==> src/rtl/frac_n_divider_mash.sv <==
// Fractional-N loop divider: down-counting modulus counter driven by a MASH 1 / 1-1 / 1-1-1
// sigma-delta modulator with optional LFSR dither; configuration is double-buffered per period.
module frac_n_divider_mash #(
  parameter int N_W     = 6,
  parameter int F_W     = 16,
  parameter int N_RST   = 30,
  parameter int MIN_DIV = 4,
  parameter int MAX_DIV = 63
) (
  input  logic                clk,
  input  logic                rst,
  input  logic [N_W-1:0]      n_int,
  input  logic [F_W-1:0]      frac,
  input  logic [1:0]          order_sel,
  input  logic                dither_en,
  input  logic                cfg_load,
  output logic                cfg_busy,
  output logic                div_pulse,
  output logic [N_W:0]        div_ratio,
  output logic signed [3:0]   sdm_qn,
  output logic                clamp_flag
);

  localparam int R_W = N_W + 1;
  localparam int S_W = N_W + 2;
  localparam logic signed [S_W-1:0] MIN_S = S_W'(MIN_DIV);
  localparam logic signed [S_W-1:0] MAX_S = S_W'(MAX_DIV);

  function automatic logic needs_clamp(input logic signed [S_W-1:0] r);
    return (r < MIN_S) || (r > MAX_S);
  endfunction

  function automatic logic [R_W-1:0] sat_ratio(input logic signed [S_W-1:0] r);
    if (r < MIN_S)      return R_W'(MIN_DIV);
    else if (r > MAX_S) return R_W'(MAX_DIV);
    else                return r[R_W-1:0];
  endfunction

  logic [R_W-1:0] count;
  logic [N_W-1:0] n_act, n_sh;
  logic [F_W-1:0] frac_act, frac_sh;
  logic [1:0]     order_act, order_sh;
  logic           dither_act, dither_sh;
  logic [F_W-1:0] a1, a2, a3;
  logic           c2_d, c3_d, c3_dd;
  logic [15:0]    lfsr;

  logic                  dith;
  logic [F_W:0]          s1, s2, s3;
  logic                  c1, c2, c3;
  logic signed [3:0]     qn_next;
  logic signed [S_W-1:0] ratio_sum;
  logic [R_W-1:0]        ratio_next;
  logic                  ord_change;

  assign div_pulse = (count == '0);

  always_comb begin
    dith      = dither_act && (order_act != 2'd0) && lfsr[0];
    s1        = {1'b0, a1} + {1'b0, frac_act} + {{F_W{1'b0}}, dith};
    s2        = {1'b0, a2} + {1'b0, s1[F_W-1:0]};
    s3        = {1'b0, a3} + {1'b0, s2[F_W-1:0]};
    // Stages above the selected order contribute no carry.
    c1        = s1[F_W] && (order_act >= 2'd1);
    c2        = s2[F_W] && (order_act >= 2'd2);
    c3        = s3[F_W] && (order_act == 2'd3);
    qn_next   = $signed({3'b000, c1}) + $signed({3'b000, c2}) - $signed({3'b000, c2_d})
              + $signed({3'b000, c3}) - $signed({2'b00, c3_d, 1'b0}) + $signed({3'b000, c3_dd});
    ratio_sum = $signed({2'b00, n_act}) + $signed({{(S_W-4){qn_next[3]}}, qn_next});
    ratio_next = sat_ratio(ratio_sum);
    ord_change = cfg_busy && (order_sh != order_act);
  end

  // Counter, shadow/active configuration and period outputs
  always_ff @(posedge clk or posedge rst) begin
    if (rst) begin
      count      <= R_W'(N_RST - 1);
      div_ratio  <= R_W'(N_RST);
      sdm_qn     <= '0;
      clamp_flag <= 1'b0;
      cfg_busy   <= 1'b0;
      n_act      <= N_W'(N_RST);
      frac_act   <= '0;
      order_act  <= '0;
      dither_act <= 1'b0;
      n_sh       <= N_W'(N_RST);
      frac_sh    <= '0;
      order_sh   <= '0;
      dither_sh  <= 1'b0;
    end else begin
      if (cfg_load) begin
        n_sh      <= n_int;
        frac_sh   <= frac;
        order_sh  <= order_sel;
        dither_sh <= dither_en;
      end
      if (cfg_load)       cfg_busy <= 1'b1;
      else if (div_pulse) cfg_busy <= 1'b0;
      if (div_pulse) begin
        count     <= ratio_next - 1'b1;
        div_ratio <= ratio_next;
        sdm_qn    <= qn_next;
        if (needs_clamp(ratio_sum)) clamp_flag <= 1'b1;
        // The SDM above used the old active config; the shadow drives the next update.
        if (cfg_busy) begin
          n_act      <= n_sh;
          frac_act   <= frac_sh;
          order_act  <= order_sh;
          dither_act <= dither_sh;
        end
      end else begin
        count <= count - 1'b1;
      end
    end
  end

  // Modulator state, advanced once per division period
  always_ff @(posedge clk or posedge rst) begin
    if (rst) begin
      a1    <= '0;
      a2    <= '0;
      a3    <= '0;
      c2_d  <= 1'b0;
      c3_d  <= 1'b0;
      c3_dd <= 1'b0;
      lfsr  <= 16'hACE1;
    end else if (div_pulse) begin
      lfsr <= {lfsr[0] ^ lfsr[2] ^ lfsr[3] ^ lfsr[5], lfsr[15:1]};
      if (ord_change) begin
        a1    <= '0;
        a2    <= '0;
        a3    <= '0;
        c2_d  <= 1'b0;
        c3_d  <= 1'b0;
        c3_dd <= 1'b0;
      end else begin
        a1    <= (order_act >= 2'd1) ? s1[F_W-1:0] : '0;
        a2    <= (order_act >= 2'd2) ? s2[F_W-1:0] : '0;
        a3    <= (order_act == 2'd3) ? s3[F_W-1:0] : '0;
        c2_d  <= c2;
        c3_d  <= c3;
        c3_dd <= c3_d;
      end
    end
  end

endmodule

==> config.mk <==
export PLATFORM = sky130hd
export DESIGN_NAME = frac_n_divider_mash
export DESIGN_NICKNAME = d
export VERILOG_FILES = /design/src/rtl/frac_n_divider_mash.sv
export SDC_FILE = /design/constraint.sdc
export NUM_CORES = 1
export LEC_CHECK = 0
export CAP_MARGIN = 5
export CORE_UTILIZATION = 60
export CTS_CLUSTER_SIZE = 8
export DETAILED_ROUTE_END_ITERATION = 10
export GPL_TIMING_DRIVEN = 0
export PLACE_DENSITY = 0.8
export SLEW_MARGIN = 25
export SYNTH_ARGS = -nofsm -noshare
export SYNTH_HDL_FRONTEND = slang
export SYNTH_SLANG_ARGS = --single-unit
==> constraint.sdc <==
create_clock -name clk -period 9.9 [get_ports clk]
set_input_delay 0.99 -clock clk [delete_from_list [all_inputs] [get_ports clk]]
set_output_delay 0.99 -clock clk [all_outputs]
set_load 0.01 [all_outputs]
* Yosys cells after proc, flatten, opt, wreduce, memory -nomap -nowiden
Index checks and enable logic that the tools add are counted.
** Operators by class
- Magnitude comparators :: 4
- Add/subtract/negate cells :: 12
- Multiplexer cells :: 14
- Equality and inequality tests :: 2
- Bitwise logic cells :: 3
- Reductions and logical operators :: 12
** Operators by type and width (number)
- $mux 16 :: 6
- $add 16x16->17 :: 3
- $mux 7 :: 3
- $add 17x1->17 :: 1
- $sub 7x1->7 const B :: 2
- $add 7x4->8 :: 1
- $gt 8x7->1 const B :: 1
- $lt 8x4->1 const B :: 1
- $logic_not 7->1 :: 1
- $logic_and 1x1->1 :: 6
- $mux 1 :: 5
- $add 3x2->4 :: 1
- $add 4x2->4 :: 1
- $reduce_and 2->1 :: 2
- $reduce_bool 2->1 :: 2
- $sub 4x3->4 :: 1
- $sub 2x1->3 :: 1
- $xor 1x1->1 :: 3
- $add 1x1->2 :: 1
- $eq 2x2->1 const B :: 1
- $ge 2x1->1 const B :: 1
- $ge 2x2->1 const B :: 1
- $ne 2x2->1 :: 1
- $logic_or 1x1->1 :: 1
** Storage, ports and cells
- Word-level logic and storage cells :: 67
- Register bits :: 137
- Input port bits :: 28
- Output and inout port bits :: 14

* Depth between registers and ports, before layout
- Depth after elaboration :: 17
- Depth in mapped cells :: 39
- Depth with buffers taken out :: 38

* Worst setup path before layout
No wires, ideal clock.
- Path type :: register to register
- From :: register order_act[0]
- To :: register count[5]
- Path slack :: 2023 ps
- Required time :: 9772 ps
- Period minus slack after synthesis :: 7877 ps
- Buffers on the path :: 1
- Setup time :: 128 ps
- Arrival :: 7749 ps
- Cell stages (with the launch flop) :: 37
- Cell sequence :: dfrtp_1 clkbuf_1 o211ai_1 fa_1 fa_1 nor2b_1 o31a_1 o21a_1 nor2_1 xnor2_1 ha_1 or3_1 o21ai_0 a211oi_1 o21ai_0 nand2b_1 xor2_1 ha_1 nand3_1 a21oi_1 nor2_1 a21bo_2 o21ba_2 o21a_1 fa_1 inv_1 a31o_2 inv_1 ha_1 or3b_1 o211ai_1 a22oi_1 or3_1 o221a_4 a2111oi_4 nand4b_1 xor2_1
** On the way
- Word-level cells in the longest chain between the ends :: 17
- Elaborated cells on any way between the ends :: 24
- Classes of those cells :: 10 x add/sub; 4 x order compare; 1 x eq/ne; 3 x mux; 6 x reduce/logical
** Ends and longest elaborated chain
- start, declared :: line 42 : logic [1:0] order_act, order_sh;
- start signal, assigned :: line 108 : order_act <= order_sh;
- parallel branches: the longest is 8 deep, another holds $add 17x1->17
- $add 3x2->4 (*) :: line 68 : + $signed({3'b000, c3}) - $signed({2'b00, c3_d, 1'b0}) + $signed({3'b000, c3_dd});
- $sub 4x3->4 (*) :: line 68
- $add 4x2->4 (*) :: line 68
- via qn_next[3] :: line 51 : logic signed [3:0] qn_next;
- $add 7x4->8 (*) :: line 69 : ratio_sum = $signed({2'b00, n_act}) + $signed({{(S_W-4){qn_next[3]}}, qn_next});
- $gt 8x7->1 :: line 35 : else if (r > MAX_S) return R_W'(MAX_DIV);
- $mux 7 :: line 35
- $mux 7 (*) :: line 34 : if (r < MIN_S) return R_W'(MIN_DIV);
- $sub 7x1->7 (*) :: line 100 : count <= ratio_next - 1'b1;
- $mux 7 (*) :: line 99 : if (div_pulse) begin
- end signal, assigned :: line 77 : count <= R_W'(N_RST - 1);
- end signal, assigned :: line 100
- end signal, assigned :: line 112 : count <= count - 1'b1;
- end, declared :: line 39 : logic [R_W-1:0] count;
Mark *: on every way through the listed nets, which the timed path passes.
A chain may end at the register's enable or synchronous reset.

* Final worst setup path
- From :: register order_act[0]
- To :: register count[6]
Same word-level chain as after synthesis.

==> impl_metrics.ini <==
[setup_path]
reg2reg_depth = 37
worst-path-max-fanout = 10
startpoint_type = flop
end_kind = flop
critPathRequiredTime_ns = 10.25
r2r_end = count[6]$_DFF_PP0_
crit_top_cell = ha_1
cp_slowest_stage_delay_ns = 0.47
path_class = reg2reg
r2r_slack_ns = 0.79
worstPathArrival_ns = 9.46
crit_path_end = count[6]$_DFF_PP0_
slowest_stage = fa_1
timing.rr.start = order_act[0]$_DFFE_PP0P_
crit_start = order_act[0]$_DFFE_PP0P_

[clock_tree]
clkSinkCount = 137
cts-root-buf = clkbuf_16
clock_path_buffers = 2
htreeDepth = 4
clk_pin_slew_ns = 0.06
clk_latency_ns = 0.43
cts_tree = done
post_cts_buffers = 0
hold_buffers = 0
cts_made_buffers = 17

[floorplan]
io_pins = 42
die_h_um = 116.2
core_area_um2 = 12670
row_count = 41
die-area_um2 = 13510
start_util_pct = 61.80
dieWidth_um = 116.2

[synth]
synth_edf_count = 0
ys_ff_latch = 137
synth_warnings = 0
yosysSeqAreaShare_pct = 44.17
synth_cells = 750
synth_cell_type_count = 56
syn_area_um2 = 7830
synth_nets = 848
synth_top_flop_cell = dfrtp_1
avgSynthCellArea_um2 = 10.44
ys_async_sr_fraction_pct = 100.0

[sta]
tightest_slew_ns = 0.7364
fin_crit_ns = 9.109
hold_viol = 0
drv_slew = 0
tns_ns = 0
finalCritPeriodShare_pct = 92.01
maxSlewHeadroom_pct = 50.90
setup_violations = 0
fin_skew_ns = 0.008090
rsz0062_at_grt = no
fmaxAchievable_ghz = 0.1098
hold-worst-slack_ns = 0.4578

[global_routing]
met3_usage_pct = 7.473
first_global_vias = 6169
grt_max_degree = 99
grt-busiest-layer = met2
grtUsageMet1_pct = 33.08
met2_usage_pct = 48.64
grt_use_total_pct = 28.40
grt_pass1_wl_um = 29040
grt-ovfl-total = 0
grt_antenna_before_repair = 0

[cells_and_area]
layout.nets = 908
drive_above_1_share_pct = 14.58
diodes = 0
ff_latch_area_um2 = 3458
multi_input_area_um2 = 4156
syn_to_final_growth_pct = 16.36
final_cell_area_um2 = 9111
nFillCells = 907

[power]
irDropWorstVdd_uv = 160.2
powerDensity_nw_per_um2 = 350.8
leakagePower_nw = 4.148
power_mw = 3.197

[outcome]
status = complete, no violations

[drt]
drtIter0Drc = 366
wl_per_cell_um = 17.57
avgViaCountPerCell = 5.909
ant_nets = 0
wirelength_um = 17490
vias = 5879
drc = 0
first_pass_iters = 5

[run]
maxCapViolations = 0

[placement]
gp_congestion = 0.8606
place_area_um2 = 8481
dpl.hpwl_um = 12800
port_buffers = 40

[worst_hold_path]
hold_path.class = reg2reg
## stage by stage
stage,util (%),std cells,worst slack [ns]
2_1_floorplan,-,750,2.023
3_3_place_gp,66.65,962,0.7973
3_5_place_dp,66.93,963,0.5805
4_1_cts,71.87,995,0.4680
5_1_grt,71.91,995,0.08315
6_report,71.91,995,0.7909
## placed cells by master (no fill, tap or decap), types with 4 or more instances in the layout
| cell type | Yosys | routed |
|---|---|---|
| dfrtp_1 | 113 | 113 |
| nand2_1 | 88 | 88 |
| ha_1 | 63 | 63 |
| mux2_2 | 51 | 51 |
| o21ai_0 | 43 | 43 |
| clkdlybuf4s50_1 | 0 | 40 |
| nor2_1 | 37 | 37 |
| inv_1 | 36 | 35 |
| a22o_1 | 32 | 32 |
| xnor2_1 | 31 | 31 |
| a21oi_1 | 29 | 29 |
| dfstp_2 | 24 | 24 |
| nand3_1 | 20 | 20 |
| clkbuf_1 | 18 | 18 |
| xor2_1 | 18 | 18 |
| clkbuf_16 | 0 | 17 |
| nor3_1 | 16 | 16 |
| o21a_1 | 13 | 13 |
| a21o_1 | 10 | 10 |
| nor2b_1 | 9 | 9 |
| nand2b_1 | 7 | 7 |
| and2_1 | 7 | 7 |
| fa_1 | 7 | 7 |
| o31a_1 | 5 | 5 |
| a31oi_1 | 5 | 5 |
| o22ai_1 | 5 | 5 |
| o21bai_1 | 5 | 5 |
| o211ai_1 | 4 | 4 |
| bufinv_16 | 0 | 4 |
## critical path, delay by kind of cell (launching register included)
kind / cells / cell delay (ns)
buf+inv: 1 / 0.29
simple gates: 9 / 1.46
fa+ha+maj: 8 / 2.81
mux: 1 / 0.44
xor+xnor: 4 / 0.83
compound gates: 14 / 2.74
flops: 1 / 0.44
## per-layer routing
| layer | share of wire, % | vias to the layer above |
|---|---|---|
| li1 | - | 2797 |
| met2 | 51 | 136 |
| met3 | 4.3 | 42 |
| met5 | 0 | - |
| met4 | 3.3 | 0 |
| met1 | 42 | 2904 |
## logic make-up after synthesis
logic type | after synthesis | share of synthesized area [%]
xor+xnor | 49 | 5.481
compound gates | 178 | 16.08
buf+inv | 58 | 2.796
flops | 137 | 44.17
mux | 54 | 7.718
simple gates | 204 | 11.90
fa+ha+maj | 70 | 11.86
## flip-flops by register name, indices dropped and copies added (netlist names)
signal,cells
n_act,6
count,7
a1,16
a3,16
dither_sh,1
a2,16
order_act,2
clamp_flag,1
c2_d,1
dither_act,1
c3_dd,1
order_sh,2
c3_d,1
cfg_busy,1
lfsr,16
n_sh,6
frac_sh,16
div_ratio,7
frac_act,16
sdm_qn,4
## worst min path at each step
stage | from | end | slack, ns | depth (start not counted)
after global placement | lfsr[13]$_DFFE_PP1P_ | lfsr[13]$_DFFE_PP1P_ | 0.45 | 2
after detailed placement | lfsr[13]$_DFFE_PP1P_ | lfsr[13]$_DFFE_PP1P_ | 0.45 | 2
after floorplan | lfsr[11]$_DFFE_PP1P_ | lfsr[10]$_DFFE_PP1P_ | 0.43 | 2
final | lfsr[13]$_DFFE_PP1P_ | lfsr[13]$_DFFE_PP1P_ | 0.46 | 2
after CTS | lfsr[13]$_DFFE_PP1P_ | lfsr[13]$_DFFE_PP1P_ | 0.46 | 2
after global routing | lfsr[6]$_DFFE_PP1P_ | lfsr[6]$_DFFE_PP1P_ | 0.46 | 2
## timing repair
item | in CTS | in global routing
setup endpoints to repair | 0 | 4
endpoints found under the hold margin | 0 | 0
gates resized for setup | 0 | 4
## cell type report
type	instances	share of cell area [%]
Buffer	22	0.9338
Clock buffer	18	4.710
Clock inverter	14	2.156
Inverter	36	1.566
Multi-Input combinational cell	555	45.62
Sequential cell	137	37.96
Tap cell	172	2.362
Timing Repair Buffer	41	4.697
## where the power goes
part / switching, mW / internal, mW
clock: 0.256 / 0.423
combinational: 0.943 / 0.735
sequential: 0.109 / 0.731
total: 1.31 / 1.89
## synthesized netlist by cell type, types with 3 or more instances
cell type / number / area (um2)
nand2_1: 88 / 330.3
nor3_1: 16 / 80.08
nand2b_1: 7 / 43.79
xnor2_1: 31 / 271.5
or2_2: 3 / 18.77
mux2_2: 51 / 574.3
o31a_1: 5 / 43.79
o21ai_0: 43 / 215.2
o22ai_1: 5 / 31.28
o211ai_1: 4 / 30.03
inv_1: 36 / 135.1
o21a_1: 13 / 97.59
dfrtp_1: 113 / 2828
nand3_1: 20 / 100.1
dfstp_2: 24 / 630.6
nor2b_1: 9 / 56.30
mux2i_1: 3 / 30.03
a32o_1: 3 / 30.03
or3_1: 3 / 18.77
a31oi_1: 5 / 31.28
a211oi_1: 3 / 22.52
a21oi_1: 29 / 145.1
a21o_1: 10 / 75.07
clkbuf_1: 18 / 67.56
and3_1: 3 / 18.77
a22o_1: 32 / 280.3
fa_1: 7 / 140.1
and2_1: 7 / 43.79
xor2_1: 18 / 157.7
nor2_1: 37 / 138.9
buf_1: 3 / 11.26
a21boi_0: 3 / 22.52
o21bai_1: 5 / 37.54
ha_1: 63 / 788.3
Note: power is estimated with default switching activity, not from simulation.
